`config.mk`:
```
export PLATFORM = sky130hd
export DESIGN_NAME = dfi_log_writer
export DESIGN_NICKNAME = d
export VERILOG_FILES = /design/src/rtl/dfi_log_writer.sv
export SDC_FILE = /design/constraint.sdc
export NUM_CORES = 1
export LEC_CHECK = 0
export BUFFER_PORTS_ARGS = -buffer_cell sky130_fd_sc_hd__buf_2
export CAP_MARGIN = 40
export CORE_ASPECT_RATIO = 0.9
export CORE_MARGIN = 4
export CORE_UTILIZATION = 35
export DETAILED_ROUTE_END_ITERATION = 12
export HOLD_SLACK_MARGIN = 0.08
export SETUP_SLACK_MARGIN = 0.4
export SYNTH_ARGS = -nofsm -noshare
export SYNTH_HDL_FRONTEND = slang
export SYNTH_SLANG_ARGS = --single-unit
```
`constraint.sdc`:
```
create_clock -name clk -period 4.8 [get_ports clk]
set_clock_uncertainty 0.1 [all_clocks]
set_input_delay 1.44 -clock clk [delete_from_list [all_inputs] [get_ports clk]]
set_output_delay 1.44 -clock clk [all_outputs]
set_load 0.005 [all_outputs]
```
`src/rtl/dfi_log_writer.sv`:
```
// Producer side of the direct-DFI log ring: event FIFO, log-entry writer, pointer publish.
// Optional DFI_LOGW_TIMESTAMP_EN stamps entries [63:40] with a 24-bit cycle counter.
module dfi_log_writer #(
  parameter int N_ADDR_WIDTH     = 32,
  parameter int N_DATA_WIDTH     = 32,
  parameter int N_LOGID_WIDTH    = 8,
  parameter int N_LOG_DATA_WIDTH = 64,
  parameter int FIFO_DEPTH       = 4,
  parameter logic [N_ADDR_WIDTH-1:0] LOGTABLE_ADDRINIT = 32'h1FEFFC00,
  parameter logic [N_ADDR_WIDTH-1:0] LOGTABLE_RANGE    = 32'h00000400
) (
  input  logic                        clk,
  input  logic                        rst,
  input  logic                        i_logValid,
  input  logic [N_LOGID_WIDTH-1:0]    i_logId,
  input  logic [N_DATA_WIDTH-1:0]     i_logData,
  output logic                        o_logReady,
  input  logic [N_ADDR_WIDTH-1:0]     i_consPtr,
  output logic                        o_wrReq,
  output logic [N_ADDR_WIDTH-1:0]     o_wrAddr,
  output logic [N_LOG_DATA_WIDTH-1:0] o_wrData,
  input  logic                        i_wrDone,
  output logic                        o_trigger,
  output logic [N_ADDR_WIDTH-1:0]     o_logAddrptr
);

  localparam int AW = (FIFO_DEPTH > 1) ? $clog2(FIFO_DEPTH) : 1;
`ifdef DFI_LOGW_TIMESTAMP_EN
  localparam int TS_W = 24;
`else
  localparam int TS_W = 0;
`endif
  localparam int FW = TS_W + N_LOGID_WIDTH + N_DATA_WIDTH;

  localparam logic [N_ADDR_WIDTH-1:0] ADDR_END =
    LOGTABLE_ADDRINIT + LOGTABLE_RANGE - N_ADDR_WIDTH'(8);

  typedef enum logic [1:0] {
    S_IDLE    = 2'd0,
    S_WRITE   = 2'd1,
    S_PUBLISH = 2'd2
  } state_t;

  function automatic logic [N_ADDR_WIDTH-1:0] next_ptr(
    input logic [N_ADDR_WIDTH-1:0] p
  );
    return (p >= ADDR_END) ? LOGTABLE_ADDRINIT
                           : p + N_ADDR_WIDTH'(8);
  endfunction

  state_t                  state;
  logic [N_ADDR_WIDTH-1:0] wr_ptr;
  logic [FW-1:0]           mem [FIFO_DEPTH];
  logic [AW-1:0]           wr_idx;
  logic [AW-1:0]           rd_idx;
  logic [AW:0]             count;
  logic [FW-1:0]           push_word;
  logic [FW-1:0]           head;
  logic                    fifo_empty;
  logic                    ring_full;
  logic                    push;
  logic                    pop;

`ifdef DFI_LOGW_TIMESTAMP_EN
  logic [23:0] ts_cnt;

  always_ff @(posedge clk) begin
    if (!rst) ts_cnt <= '0;
    else      ts_cnt <= ts_cnt + 24'd1;
  end

  assign push_word = {ts_cnt, i_logId, i_logData};
`else
  assign push_word = {i_logId, i_logData};
`endif

  assign head       = mem[rd_idx];
  assign fifo_empty = (count == '0);
  assign o_logReady = (count != (AW+1)'(FIFO_DEPTH));
  // One slot stays empty so wr_ptr == consumer means an empty ring.
  assign ring_full  = (next_ptr(wr_ptr) == i_consPtr);
  assign push       = i_logValid && o_logReady;
  assign pop        = (state == S_IDLE) && !fifo_empty && !ring_full;

  always_ff @(posedge clk) begin
    if (push) mem[wr_idx] <= push_word;
  end

  always_ff @(posedge clk) begin
    if (!rst) begin
      wr_idx <= '0;
      rd_idx <= '0;
      count  <= '0;
    end else begin
      if (push) wr_idx <= wr_idx + 1'b1;
      if (pop)  rd_idx <= rd_idx + 1'b1;
      if (push && !pop)      count <= count + 1'b1;
      else if (pop && !push) count <= count - 1'b1;
    end
  end

  always_ff @(posedge clk) begin
    if (!rst) begin
      state        <= S_IDLE;
      wr_ptr       <= LOGTABLE_ADDRINIT;
      o_wrReq      <= 1'b0;
      o_wrAddr     <= '0;
      o_wrData     <= '0;
      o_trigger    <= 1'b0;
      o_logAddrptr <= LOGTABLE_ADDRINIT;
    end else begin
      o_trigger <= 1'b0;
      unique case (state)
        S_IDLE: begin
          if (pop) begin
            o_wrData <= N_LOG_DATA_WIDTH'(head);
            o_wrAddr <= wr_ptr;
            o_wrReq  <= 1'b1;
            state    <= S_WRITE;
          end
        end
        S_WRITE: begin
          if (i_wrDone) begin
            o_wrReq <= 1'b0;
            wr_ptr  <= next_ptr(wr_ptr);
            state   <= S_PUBLISH;
          end
        end
        S_PUBLISH: begin
          o_logAddrptr <= wr_ptr;
          o_trigger    <= 1'b1;
          state        <= S_IDLE;
        end
        default: state <= S_IDLE;
      endcase
    end
  end

endmodule

```
# == After elaboration in Yosys (flattened, before gate mapping) ==
# Memories as Yosys holds them, arrays and structs flattened. A register that Yosys moved wholly into a read port is not among the register bits.
# Index checks and enable logic that the tools add are counted.
# word_totals
register_bits,107
ram_bits,160
inputBits,76
memories,1
# memory_table
memory,depth,word_bits,rd,rd_clocked_by_memory_dff,wr,line_no,rtl
mem,4,40,1,1,1,53,logic [FW-1:0] mem [FIFO_DEPTH];
# op_classes
add_sub_neg,5
magnitude_cmp,1
eq_ne,6
muxes,12
reduce_logical,18
# op_table
op,count
$add A32 B4 Y32 const B,1
$eq A32 B32 Y1,1
$ge A32 B29 Y1 const B,1
$mux W32,1
$mux W3,2
$reduce_and A2 Y1,3
$logic_and A1 B1 Y1,5
$logic_not A1 Y1,5
$mux W1,5
$add A2 B1 Y2 const B,2
$mux W2,2
$ne A2 B2 Y1 const B,2
$pmux W2 S2,1
$reduce_bool A2 Y1,2
$add A3 B1 Y3 const B,1
$logic_not A3 Y1,1
$ne A3 B3 Y1 const B,1
$reduce_and A3 Y1,1
$sub A3 B1 Y3 const B,1
$eq A2 B1 Y1 const B,1
$eq A2 B2 Y1 const B,1
$logic_not A2 Y1,1
$pmux W1 S2,1

# == Depth between registers and ports, before layout ==
# Gate-level depths: netlist (run 1).
# logic_depth
word_depth,8
depth_mapped,19
mapped_depth_nobuf,15

# == Worst setup path before layout (run 1) ==
# No wires, ideal clock.
# synth_path
path_type,input to register
from,in i_consPtr[8]
to,reg count[2]
setup_ns,0.076
arrival_ns,4.321
t_required_ns,4.624
setup_slack_ns,0.303
stages,13
n_path_buf,1
cell_sequence,xnor3_1 o22ai_1 a22oi_1 a2111o_1 a2111o_1 buf_2 o21ai_1 ha_1 inv_1 fa_1 xor2_1 or3_1 a21boi_0
# synth_between
elab_chain_len,6
elab_cells_between_ends,8
# synth_lines
item,line_no,rtl
"start, declared",18,"input logic [N_ADDR_WIDTH-1:0] i_consPtr,"
$eq A32 B32 Y1 *,81,assign ring_full = (next_ptr(wr_ptr) == i_consPtr);
$logic_not A1 Y1 *,83,assign pop = (state == S_IDLE) && !fifo_empty && !ring_full;
$logic_and A1 B1 Y1 *,83,
$logic_not A1 Y1,97,if (push && !pop) count <= count + 1'b1;
$logic_and A1 B1 Y1,97,
$mux W3 or $reduce_bool A2 Y1 (tied branches),n/a,
"end signal, assigned",97,
"end signal, assigned",98,else if (pop && !push) count <= count - 1'b1;
"end, declared",56,logic [AW:0] count;
# Mark *: on every way between the ends. The rest lies on a longest branch, timed or not.
# A chain may end at the register's enable or synchronous reset.

# == Worst setup path in the final report (run 1) ==
# layout_path
from,reg wr_ptr[8]
to,reg count[2]
# layout_between
elab_chain_len,8
elab_cells_between_ends,11
# layout_lines
item,line_no,rtl
"start, declared",52,logic [N_ADDR_WIDTH-1:0] wr_ptr;
"start signal, assigned",125,wr_ptr <= next_ptr(wr_ptr);
$add A32 B4 Y32 or $ge A32 B29 Y1 (tied branches),"48, 47",
$mux W32 *,47,return (p >= ADDR_END) ? LOGTABLE_ADDRINIT
$eq A32 B32 Y1 *,81,
$logic_not A1 Y1 *,83,
$logic_and A1 B1 Y1 *,83,
$logic_not A1 Y1,97,
$logic_and A1 B1 Y1,97,
$mux W3 or $reduce_bool A2 Y1 (tied branches),n/a,
# Marked as above.

==> run summary, run 1 <==
The effective utilization at floorplan is 0.355. In the layout the commonest cells are 249 x nand2_1, 181 x buf_2, 160 x edfxtp_1. In this design, the stage delay of the slowest critical-path cell is slightly above 600 ps.

The instance count along the most critical hold path is 2. For this run, the register share of the synthesized area comes to 0.538. The total length of routed wires came out at around 40,000 um.

The final worst setup slack is about 530 ps. In this run the worst hold path is classified as register to register. The total overflow left after global routing is 0.

The total core area came out at 40,600 um^2. The leakage component of the power came out at between 6 and 7 nW. The cell area after synthesis is 14,400 um^2. The count of input and output buffers is approximately 180. The startpoint kind of the worst setup timing path is a register. The number of H-tree levels is 2.

The library cell used most frequently in the layout, excluding fill and tap cells, is nand2_1. The worst pin sits at a relative slew slack of 0.523. The Yosys warning count is 0. From left edge to right edge, the die measures 222 um. The hold violation count in the final report is 0. Setup repair after global routing left no endpoint under its margin. The worst-case IR drop observed on VDD is approximately 0.35 mV. In this run the power density over the cells is 491 nW/um^2. The netlist uses 74 different library cells. The signal arrival time at the worst endpoint came out at between 4000 and 5000 ps.

The actual slew at the worst max-slew pin is a little over 700 ps. TritonCTS built the clock tree. The kind of cell adding the most delay to the critical path is compound AO/OA/AOI/OAI gates.

The final estimated routing congestion in global placement came out at 0.864. The worst path buffer plus inverter count came out at 2. The share of layout cells above drive strength 1 is 0.247. For this run, the detailed router's first-pass iteration total came to 5. The number of sinks driven by the clock tree is around 300. The initial antenna violation count is 4.

The register bit count reported by yosys is approximately 300. Walking the worst path, the cells encountered are nand4_1, or4_4, o21ai_4, buf_4, a22oi_1, o32a_1, a2111o_1, a2111o_2, o21ai_2, ha_2, inv_1, fa_1, xor2_1, or3_1, a21boi_0. During I/O placement, the number of pins put on the boundary was around 210. The upper clock frequency limit is around 0.23 GHz. The die span in y is between 200 and 250 um. The number of cell rows is 70. The critical path in this run is classified as register to register. Dividing the detail-routed wire length by the instance count gives 19.4 um. The number of vias per cell is 5.42. The total negative setup slack came out at 0 ps.

In the global route stage, overall resource usage came out at 0.173. The most used flip-flop cell after synthesis is edfxtp_1. The cell count after synthesis came out at 1,334. The number of synthesized flops with an enable pin came out at 160. The count of nets left with antenna violations after detail routing is 0.

At the later pin of the worst-skew pair, clock insertion delay measures 550 ps. The number of cells on the worst reg-to-reg path came out at 15. The largest net degree at the start of global routing came out at about 150. The detailed router finished its first iteration with roughly 920 violations. The final-stage net count came out at 1,572.

The number of max-capacitance violations reported came out at 0. The number of vias after detailed routing came out at ~11,000. Clock tree synthesis selected as its root buffer the cell clkbuf_16. The proportion of register bits with asynchronous set or reset after synthesis came out at 0.

The run finished with clean final reports. The number of buffers inserted during clock tree synthesis is 36. After clock tree synthesis, the clock-pin slew on the worst setup and hold paths is around 60 ps.

The mean instance size in the synthesized netlist came out at 10.8 um^2. The worst path required time came out at about 5200 ps. The number of global-route vias before repair is around 11,000.

The number of failing setup endpoints in the final timing report came out at 0. The final-report max-slew violation count came to 0. In the routed design, unresolved DRC markers number 0.

The cell with the largest stage delay on the worst path is or4_4. The final period utilization came out at 0.889. The total die area came out at about 44,000 um^2. The endpoint kind of the worst setup timing path is a register. The placement-stage worst setup slack is 195 ps.

The final period demand of the worst path came out at 4270 ps. The sum of net half-perimeters after detailed placement came out at 26,200 um. The maximum clock path buffer count came out at 3. The area added between synthesis and finish came out at 19.6%. The depth of the critical timing path with buffers and inverters included came out at 15. The largest fanout on the critical path came out at 6.

The first-pass GRT wire length is slightly above 60,000 um.
## synth_stat cells (all sizes together) (10+ instances only)
master	n	area, um^2
inv	14	52.6
nand4	13	81.3
nand2	250	938
mux4	40	901
a21oi	19	95.1
and3	85	532
xor2	12	105
nand3	39	195
and2	13	81.3
a2bb2oi	72	631
nor2	40	153
clkbuf	97	364
o21ai	38	194
a21boi	21	158
edfxtp	160	4800
o311ai	76	666
nor3	21	105
dfxtp	147	2940
nor2b	10	62.6
xnor2	15	131
buf	50	325
## repair_timing
item,CTS,global route
endpoints found under the hold margin,0,0
setup buffers,0,2
endpoints found under the setup margin,0,25
resized for setup,0,28
hold buffers,0,0
## worst paths after layout
check	start	to	slack [ps]
setup / recovery	wr_ptr[8]	count[2]	530
hold / removal	o_logAddrptr[11]	o_logAddrptr[11]	360
setup reg to reg	wr_ptr[8]	count[2]	530
hold reg to reg	o_logAddrptr[11]	o_logAddrptr[11]	360
## area by class of cell
| type | count | area [um^2] |
|---|---|---|
| timing repair buffer | 241 | 1440 |
| clock buffer | 53 | 1050 |
| antenna | 1 | 2.50 |
| inverter | 14 | 52.6 |
| multi-input combinational | 889 | 6140 |
| clock inverter | 12 | 120 |
| sequential | 307 | 7760 |
| tap | 540 | 676 |
| fill | 3875 | 23400 |
## registers in the layout, indices dropped and copies added, names as in the netlist, 2 cells and up
signal	cells
wr_ptr	32
mem	160
state	2
rd_idx	2
count	3
wr_idx	2
o_wrData	40
o_wrAddr	32
o_logAddrptr	32
## stage by stage
stage	utilization	hold slack [ps]	area (um^2)	cells	total power [mW]
4_1_cts	0.421	365	17100	2054	8.59
2_1_floorplan	-	342	14500	1357	5.08
3_5_place_dp	0.392	353	15900	1989	5.87
5_1_grt	0.424	383	17200	2057	8.96
3_3_place_gp	0.391	348	15900	1985	5.78
6_report	0.424	361	17200	2057	8.46
## report_power, final
group	switching (mW)	internal (mW)	total, mW	leakage, nW
Clock	1.10	1.58	2.68	0.574
Sequential	0.278	3.18	3.45	2.67
Combinational	1.12	1.21	2.33	3.40
Total	2.50	5.96	8.46	6.65
## cell families (layout without fill, tap and decap cells)
family,Yosys count,in the layout,synth area share
multiplexers,43,43,0.0648
flip-flops,307,307,0.537
adder cells (fa/ha/maj),7,7,0.00660
AND/OR/NAND/NOR,508,508,0.168
XOR/XNOR,30,30,0.0211
other,1,25,0.000260
buffers and inverters,161,320,0.0515
AO/OA/AOI/OAI,277,277,0.150
## per-layer routing
metal	routed length, um	up-vias	part of all wire	global-route usage
met1	17800	5457	0.45	0.237
met3	2660	64	0.067	0.0361
met4	731	6	0.018	0.0432
met5	40	-	0.0010	0
li1	-	5279	-	-
met2	18600	345	0.47	0.282
## worst register-to-register path: stages, from the launching register on
cell      delay, ps
dfxtp_1         340
nand4_1         170
or4_4           620
o21ai_4         220
buf_4           180
a22oi_1         100
o32a_1          310
a2111o_1        300
a2111o_2        400
o21ai_2         160
ha_2            210
inv_1            60
fa_1            380
xor2_1          160
or3_1           300
a21boi_0        180
Power figures use the tool's default switching activity.
==> run 2: changes to the inputs <==
Settings changed: ABC_AREA from default to 1.
==> run summary, run 2 <==
The register bit count reported by yosys was 307 (unchanged). The largest registers in the layout are mem x160, o_wrData x40. The final-report max-slew violation count is 0 (unchanged). The number of cell rows is 67 (-4.3%). The final-stage net count is 1,652 (+5.1%).

The category of the most critical setup path is register to register. The clock tree from TritonCTS is yes. The simple-gate share of the synthesized area is 0.209 (+0.0402). The total die area is 40,800 um^2 (-8.3%).

The internal power consumption is 5.93 mW (-0.61%). The slowest stage of the critical path belongs to the cell dfxtp_1. The hold violation count in the final report came out at 0 (unchanged).

The largest fanout on the critical path came to 19 (+13). The actual slew at the worst max-slew pin is 818 ps (+101 ps). The number of synthesized flops with an enable pin came out at 160 (unchanged). The final period demand of the worst path is 3910 ps (-360 ps). The average wire per standard cell is 17.3 um (-11%). The critical path goes through ha_1, nand2_1, nor2_1, nand2_1, nor2_4, xor2_1, nand2_1, nand2_1, nand2_1, nor2_1, nand2_1, nor2_1, nand3_4, nand2_4, ha_1, inv_1, fa_1, a21oi_1, o21ai_0, o21ai_0, a21oi_1.

The worst relative slew slack is 0.455 (-0.0676). The number of vias after detailed routing came out at 10,400 (-6.3%). The total routing usage reported by global routing is 0.172 (-0.00128). The tree is rooted in a clkbuf_16.

The synthesized-area fraction occupied by adder cells came to 0.00722 (+0.000624). The number of global-route vias before repair came out at 9,991 (-5.4%). The number of buffers inserted to repair setup after CTS is 0 (unchanged). The number of max-capacitance violations reported is 0 (unchanged). The cell area after synthesis was 13,200 um^2 (-8.6%).

Among all cell types in the netlist, the one instantiated most often is nand2_1. Leaving out fill and tap cells, the most frequent cells in the layout are 385 x nand2_1, 181 x buf_2, 160 x edfxtp_1. The leakage component of the power is 6.77 nW (+1.8%).

The post-place instance area came to 14,500 um^2 (-9.2%). The DRC violation count after routing came out at 0 (unchanged). The die span in y came out at 192 um (-4.2%).

The proportion of register bits with asynchronous set or reset after synthesis came to 0 (unchanged). Ranked by total cell area, the synthesized netlist is headed by edfxtp_1 36%, dfxtp_1 22%, nand2_1 11%, a21oi_1 5.0%, nand3_1 4.5%. The maximum ir drop on the vdd rail is 0.464 mV (+32%). The proportion of synthesized chip area in sequential cells is 0.588 (+0.0508). By count the netlist is led by 385 x nand2_1, 160 x edfxtp_1, 147 x dfxtp_1. The flow ran to the end, and the final reports show no timing, DRC or antenna violations. The clock power share came to 0.290 (-0.027). The final estimated routing congestion in global placement came out at 0.910 (+5.4%). The share of cell area taken by muxes after synthesis came out at 0 (-0.0648). The mean instance size in the synthesized netlist was 9.30 um^2 (-14%). The XOR/XNOR share of the synthesized area is 0.00665 (-0.0144).

Ranked by flip-flop count, first place goes to mem. The signal arrival time at the worst endpoint is 4200 ps (-430 ps). The I/O pin total came out at 207 (unchanged). The area share of the leading cell type in the synthesized netlist is 0.365 (+0.0315).

The initial antenna violation count was 2 (-2). The biggest area contributor in the post-synthesis netlist is edfxtp_1. STA classifies the critical path endpoint as a register. The initial detailed-routing violation count came out at 646 (-30%). The compound-cell area share of the yosys netlist came to 0.121 (-0.0290).

The first-pass GRT wire length came out at 55,800 um (-10%). The worst path required time is 5090 ps (-80 ps). The number of failing setup endpoints in the final timing report was 0 (unchanged). The total length of routed wires came out at 35,900 um (-9.8%). The number of library cell types mapped by synthesis was 35 (-53%). The share of layout cells above drive strength 1 was 0.187 (-0.0598). The total negative setup slack is 0 ps (unchanged). The sum of net half-perimeters after detailed placement is 22,400 um (-15%). The cell count after synthesis is 1,416 (+6.1%). The total of cells resized after clock tree synthesis is 0 (unchanged). The worst hold path belongs to the class register to register. The width of the die came to 212 um (-4.3%). The hold buffer count at CTS came out at 0 (unchanged).

The final total power is 9.13 mW (+7.9%). The final design instance area without fill is 15,700 um^2 (-9.2%). The number of vias per cell came out at 5.02 (-7.3%). The library cell used most frequently in the layout, excluding fill and tap cells, is nand2_1. The total congestion overflow is 0 (unchanged). STA classifies the critical path startpoint as a register. The switching portion of total power came out at 0.351 (+0.0559). The final period utilization is 0.814 (-0.0751). By area, the combinational part of the netlist is dominated by simple AND/OR/NAND/NOR gates. The maximum clock path buffer count is 3 (unchanged).

The Yosys warning count is 0 (unchanged). The clock slew seen by the registers of the worst setup and hold paths came out at 60 ps (about the same). The largest net degree at the start of global routing came out at 115 (-23%). The count of input and output buffers came out at 182 (unchanged).

The total core area is 37,200 um^2 (-8.4%). The effective utilization at floorplan is 0.354 (-0.000875). The most used flip-flop cell after synthesis is edfxtp_1. Counting stages on the worst path, the most repeated cell is nand2_1. The count of nets left with antenna violations after detail routing came out at 0 (unchanged).

The number of buffers inserted during clock tree synthesis came out at 35 (-2.8%). The number of H-tree levels came out at 2 (unchanged). The power per unit of standard cell area came out at 583 nW/um^2 (+19%). The area added between synthesis and finish came out at 18.9%. The first-pass detailed-route iteration total came to 6 (+1). The upper clock frequency limit came out at 0.256 GHz (+9.2%). The clock latency on the worst-skew pair came out at 510 ps (-40 ps). The net switching component of the power came out at 3.21 mW (+28%). The stage delay of the slowest cell on the critical path was 420 ps (-200 ps). The number of sinks driven by the clock tree came out at 307 (unchanged). The number of flip-flops in the largest register was 160 (unchanged).

The relative contribution of combinational cells to total power is 0.328 (+0.053). The part of the power in registers came out at 0.382 (-0.026). Setup repair after global routing left no endpoint under its margin.
[run 2: cell count changes after synthesis, sizes merged, moves of 72 or more]
cell	previous run	this run
o311ai	76	0
nand2	250	392
a2bb2oi	72	0
a21oi	19	142
and3	85	0
nand3	39	122
[run 2: cell type report]
| class | count | area, um^2 |
|---|---|---|
| repair buffers | 203 | 1150 |
| well taps | 483 | 604 |
| fillers | 3655 | 21600 |
| clock inverters | 18 | 158 |
| flip-flops and latches | 307 | 7750 |
| inverters | 86 | 323 |
| multi-input cells | 936 | 4670 |
| clock buffers | 44 | 992 |
| diodes | 2 | 5.00 |
[run 2: cells by family (layout without fill, tap and decap cells)]
group,Yosys count,in the layout
other cells,1,26
fa+ha+maj,7,7
compound gates,250,250
flops,307,307
buf+inv,196,351
simple gates,645,645
xor+xnor,10,10
[run 2: final timing paths]
path / start / to / slack, ps / depth (start not counted)
max: wr_ptr[4] / count[2] / 890 / 21
min: o_wrAddr[10] / o_wrAddr[10] / 360 / 2
max reg2reg: wr_ptr[4] / count[2] / 890 / 21
min reg2reg: o_wrAddr[10] / o_wrAddr[10] / 360 / 2
[run 2: critical path: cells and delay by family (launching register included)]
| kind | cells | cell delay, ps |
|---|---|---|
| AO/OA/AOI/OAI | 4 | 480 |
| XOR/XNOR | 1 | 190 |
| adder cells (fa/ha/maj) | 3 | 770 |
| buffers and inverters | 1 | 60 |
| flip-flops | 1 | 420 |
| AND/OR/NAND/NOR | 12 | 1760 |
[run 2: power groups by stage]
stage          Combinational [mW]  Sequential [mW]  Clock [mW]
3_5_place_dp                 3.02             3.54           0
5_1_grt                      3.38             3.54        2.85
3_3_place_gp                 2.88             3.59           0
6_report                     3.00             3.49        2.65
2_1_floorplan                2.05             3.50           0
4_1_cts                      3.03             3.49        2.74
[run 2: through the flow]
stage | utilization | hold slack, ps | setup slack [ps] | cells
CTS | 0.420 | 359 | 788 | 2076
global route | 0.421 | 380 | 514 | 2079
floorplan | - | 356 | 969 | 1439
detailed placement | 0.389 | 350 | 797 | 2014
global placement | 0.387 | 352 | 724 | 2011
finish | 0.421 | 358 | 895 | 2079
[run 2: layer usage]
layer,vias up,part of all wire,track usage
li1,5103,-,-
met1,4999,0.47,0.240
met2,291,0.45,0.269
met3,53,0.057,0.0335
met4,0,0.024,0.0552
met5,-,0,0
==> run 3: changes to the inputs <==
Clock period 4.8 ns to 3.9 ns, I/O delays scaled along.
==> run summary, run 3 (synthesis gave the netlist of run 2 again) <==
The run finished with clean final reports. The initial antenna violation count was 0 (-2). The sum of net half-perimeters after detailed placement is 22,800 um (+1.7%).

The post-place instance area came out at 14,600 um^2 (+0.66%). The total core area came out at 37,200 um^2 (unchanged). The total length of routed wires came to 36,600 um (+1.7%). The largest fanout on the critical path came out at 6 (-13). The number of buffers inserted during clock tree synthesis came out at 35 (unchanged). The width of the die came to 212 um (unchanged).

The final worst setup slack came out at 618 ps (-277 ps). The critical path is of the register to register type. The clock tree from TritonCTS is yes. The first-pass detailed-route iteration total is 5 (-1). The average wire per standard cell is 17.4 um (+0.76%). The number of failing setup endpoints in the final timing report is 0 (unchanged).

The most common library cell in the layout ignoring fill and taps is nand2_1. The clock slew seen by the registers of the worst setup and hold paths is 60 ps (about the same). The tree is rooted in a clkbuf_16. The count of nets left with antenna violations after detail routing is 0 (unchanged).

Setup repair after global routing left no endpoint under its margin. The antenna diode count came out at 0 (-2). The number of cell rows came out at 67 (unchanged). The die span in y is 192 um (unchanged). The signal arrival time at the worst endpoint came out at 3580 ps (-620 ps). The final period utilization is 0.842 (+0.0280). The share of layout cells above drive strength 1 came to 0.220 (+0.0333). The met3 usage in global routing is 0.0310 (-0.00245).

The number of vias after detailed routing came out at 10,500 (+0.76%). STA classifies the critical path startpoint as a register. The number of vias per cell came out at 5.01 (-0.20%).

The worst hold path belongs to the class register to register. The final-stage net count is 1,672 (+1.2%). The number of global-route vias before repair came to 10,300 (+2.8%). The largest register by flop count is mem.

The hold violation count in the final report is 0 (unchanged). The met1 track utilization from global routing came out at 0.252 (+0.0119). The leakage component of the power was 6.93 nW (+2.4%). The total negative setup slack came to 0 ps (unchanged). The count of input and output buffers came out at 182 (unchanged). The largest net degree at the start of global routing was 115 (unchanged).

The total congestion overflow is 0 (unchanged). The power per unit of standard cell area came out at 718 nW/um^2 (+23%). The final core utilization is 0.430 (+0.00951). The maximum clock path buffer count is 3 (unchanged). In the layout the commonest cells are 382 x nand2_1, 181 x buf_2, 160 x edfxtp_1. The worst path required time came out at 4190 ps (-900 ps).

The hold buffer count at CTS was 0 (unchanged). The final period demand of the worst path is 3280 ps (-623 ps). The met2 demand-to-capacity share in global routing came out at 0.269 (unchanged). The placement-stage worst setup slack came to 323 ps (-474 ps). The final design instance area without fill came out at 16,000 um^2 (+2.3%). The I/O pin total is 207 (unchanged). The area added between synthesis and finish is 21.6%. The maximum ir drop on the vdd rail came out at 0.378 mV (-19%).

STA classifies the critical path endpoint as a register. The upper clock frequency limit came out at 0.305 GHz (+19%). The clock latency on the worst-skew pair came out at 520 ps (about the same). In this run the most used layer during global routing was met2. The number of sinks driven by the clock tree was 307 (unchanged). The number of max-capacitance violations reported is 0 (unchanged). The actual slew at the worst max-slew pin is 890 ps (+73.0 ps). The total die area came out at 40,800 um^2 (unchanged). The first-pass GRT wire length came to 56,900 um (+2.0%). The final-report max-slew violation count is 0 (unchanged). The final estimated routing congestion in global placement came to 0.936 (+2.8%). The largest registers in the layout are mem x160, o_wrData x40.

The effective utilization at floorplan is 0.354 (unchanged). The worst relative slew slack is 0.406 (-0.0487). The number of flip-flops in the largest register is 160 (unchanged). The initial detailed-routing violation count is 855 (+32%). The DRC violation count after routing came out at 0 (unchanged). The total routing usage reported by global routing came out at 0.175 (+0.00327).

The number of H-tree levels is 2 (unchanged).
==> run 3: critical path: stages (launching register included) <==
cell     delay [ps]
dfxtp_2         390
nand2_1         150
nor2_4          240
nand3_1         220
nor2_1          140
nand2_1          60
nand2_1          80
nand2_1          70
nand2_1          60
nand2_1          80
a21oi_1         150
nand2_1         100
nor2_4          180
nand3_4         120
nand2_4          80
ha_1            130
inv_1            60
fa_2            340
a21oi_1         140
o21ai_1          90
o21ai_1         130
a21oi_1          50
==> run 3: through the flow <==
stage	hold WS, ps	instances	total power, mW
2_1_floorplan	356	1439	6.83
3_3_place_gp	350	2023	8.00
3_5_place_dp	350	2025	8.10
4_1_cts	359	2089	11.6
5_1_grt	385	2099	12.3
6_report	359	2099	11.5
==> run 3: layout make-up <==
| type | instances | area [um^2] |
|---|---|---|
| clock buffer | 46 | 1010 |
| fill | 3636 | 21200 |
| clock inverter | 18 | 206 |
| timing repair buffer | 223 | 1330 |
| sequential | 307 | 7770 |
| inverter | 86 | 325 |
| tap | 483 | 604 |
| multi-input combinational | 936 | 4760 |
==> run 3: repair_timing <==
action,4_1_cts,5_1_grt
gates cloned,0,1
pin swaps,0,6
resized for setup,4,40
setup endpoints to repair,1,2
buffers inserted,0,9
==> run 3: final timing paths <==
| check | startpoint | endpoint | slack (ps) | depth (start not counted) |
|---|---|---|---|---|
| setup reg to reg | wr_ptr[6] | count[2] | 620 | 21 |
| setup / recovery | wr_ptr[6] | count[2] | 620 | 21 |
| hold / removal | o_wrAddr[17] | o_wrAddr[17] | 360 | 2 |
| hold reg to reg | o_wrAddr[17] | o_wrAddr[17] | 360 | 2 |
==> run 3: report_power, final <==
part           switching (mW)  internal, mW  total, mW  leakage [nW]
clock                    1.33          2.10       3.43         0.605
sequential              0.305          3.98       4.28          2.67
combinational            2.36          1.43       3.79          3.65
==> run 3: per-layer routing <==
metal | routed length [um] | share of wire
met1 | 17100 | 0.47
met2 | 16000 | 0.44
met3 | 2360 | 0.064
met4 | 1050 | 0.029
met5 | 0 | 0
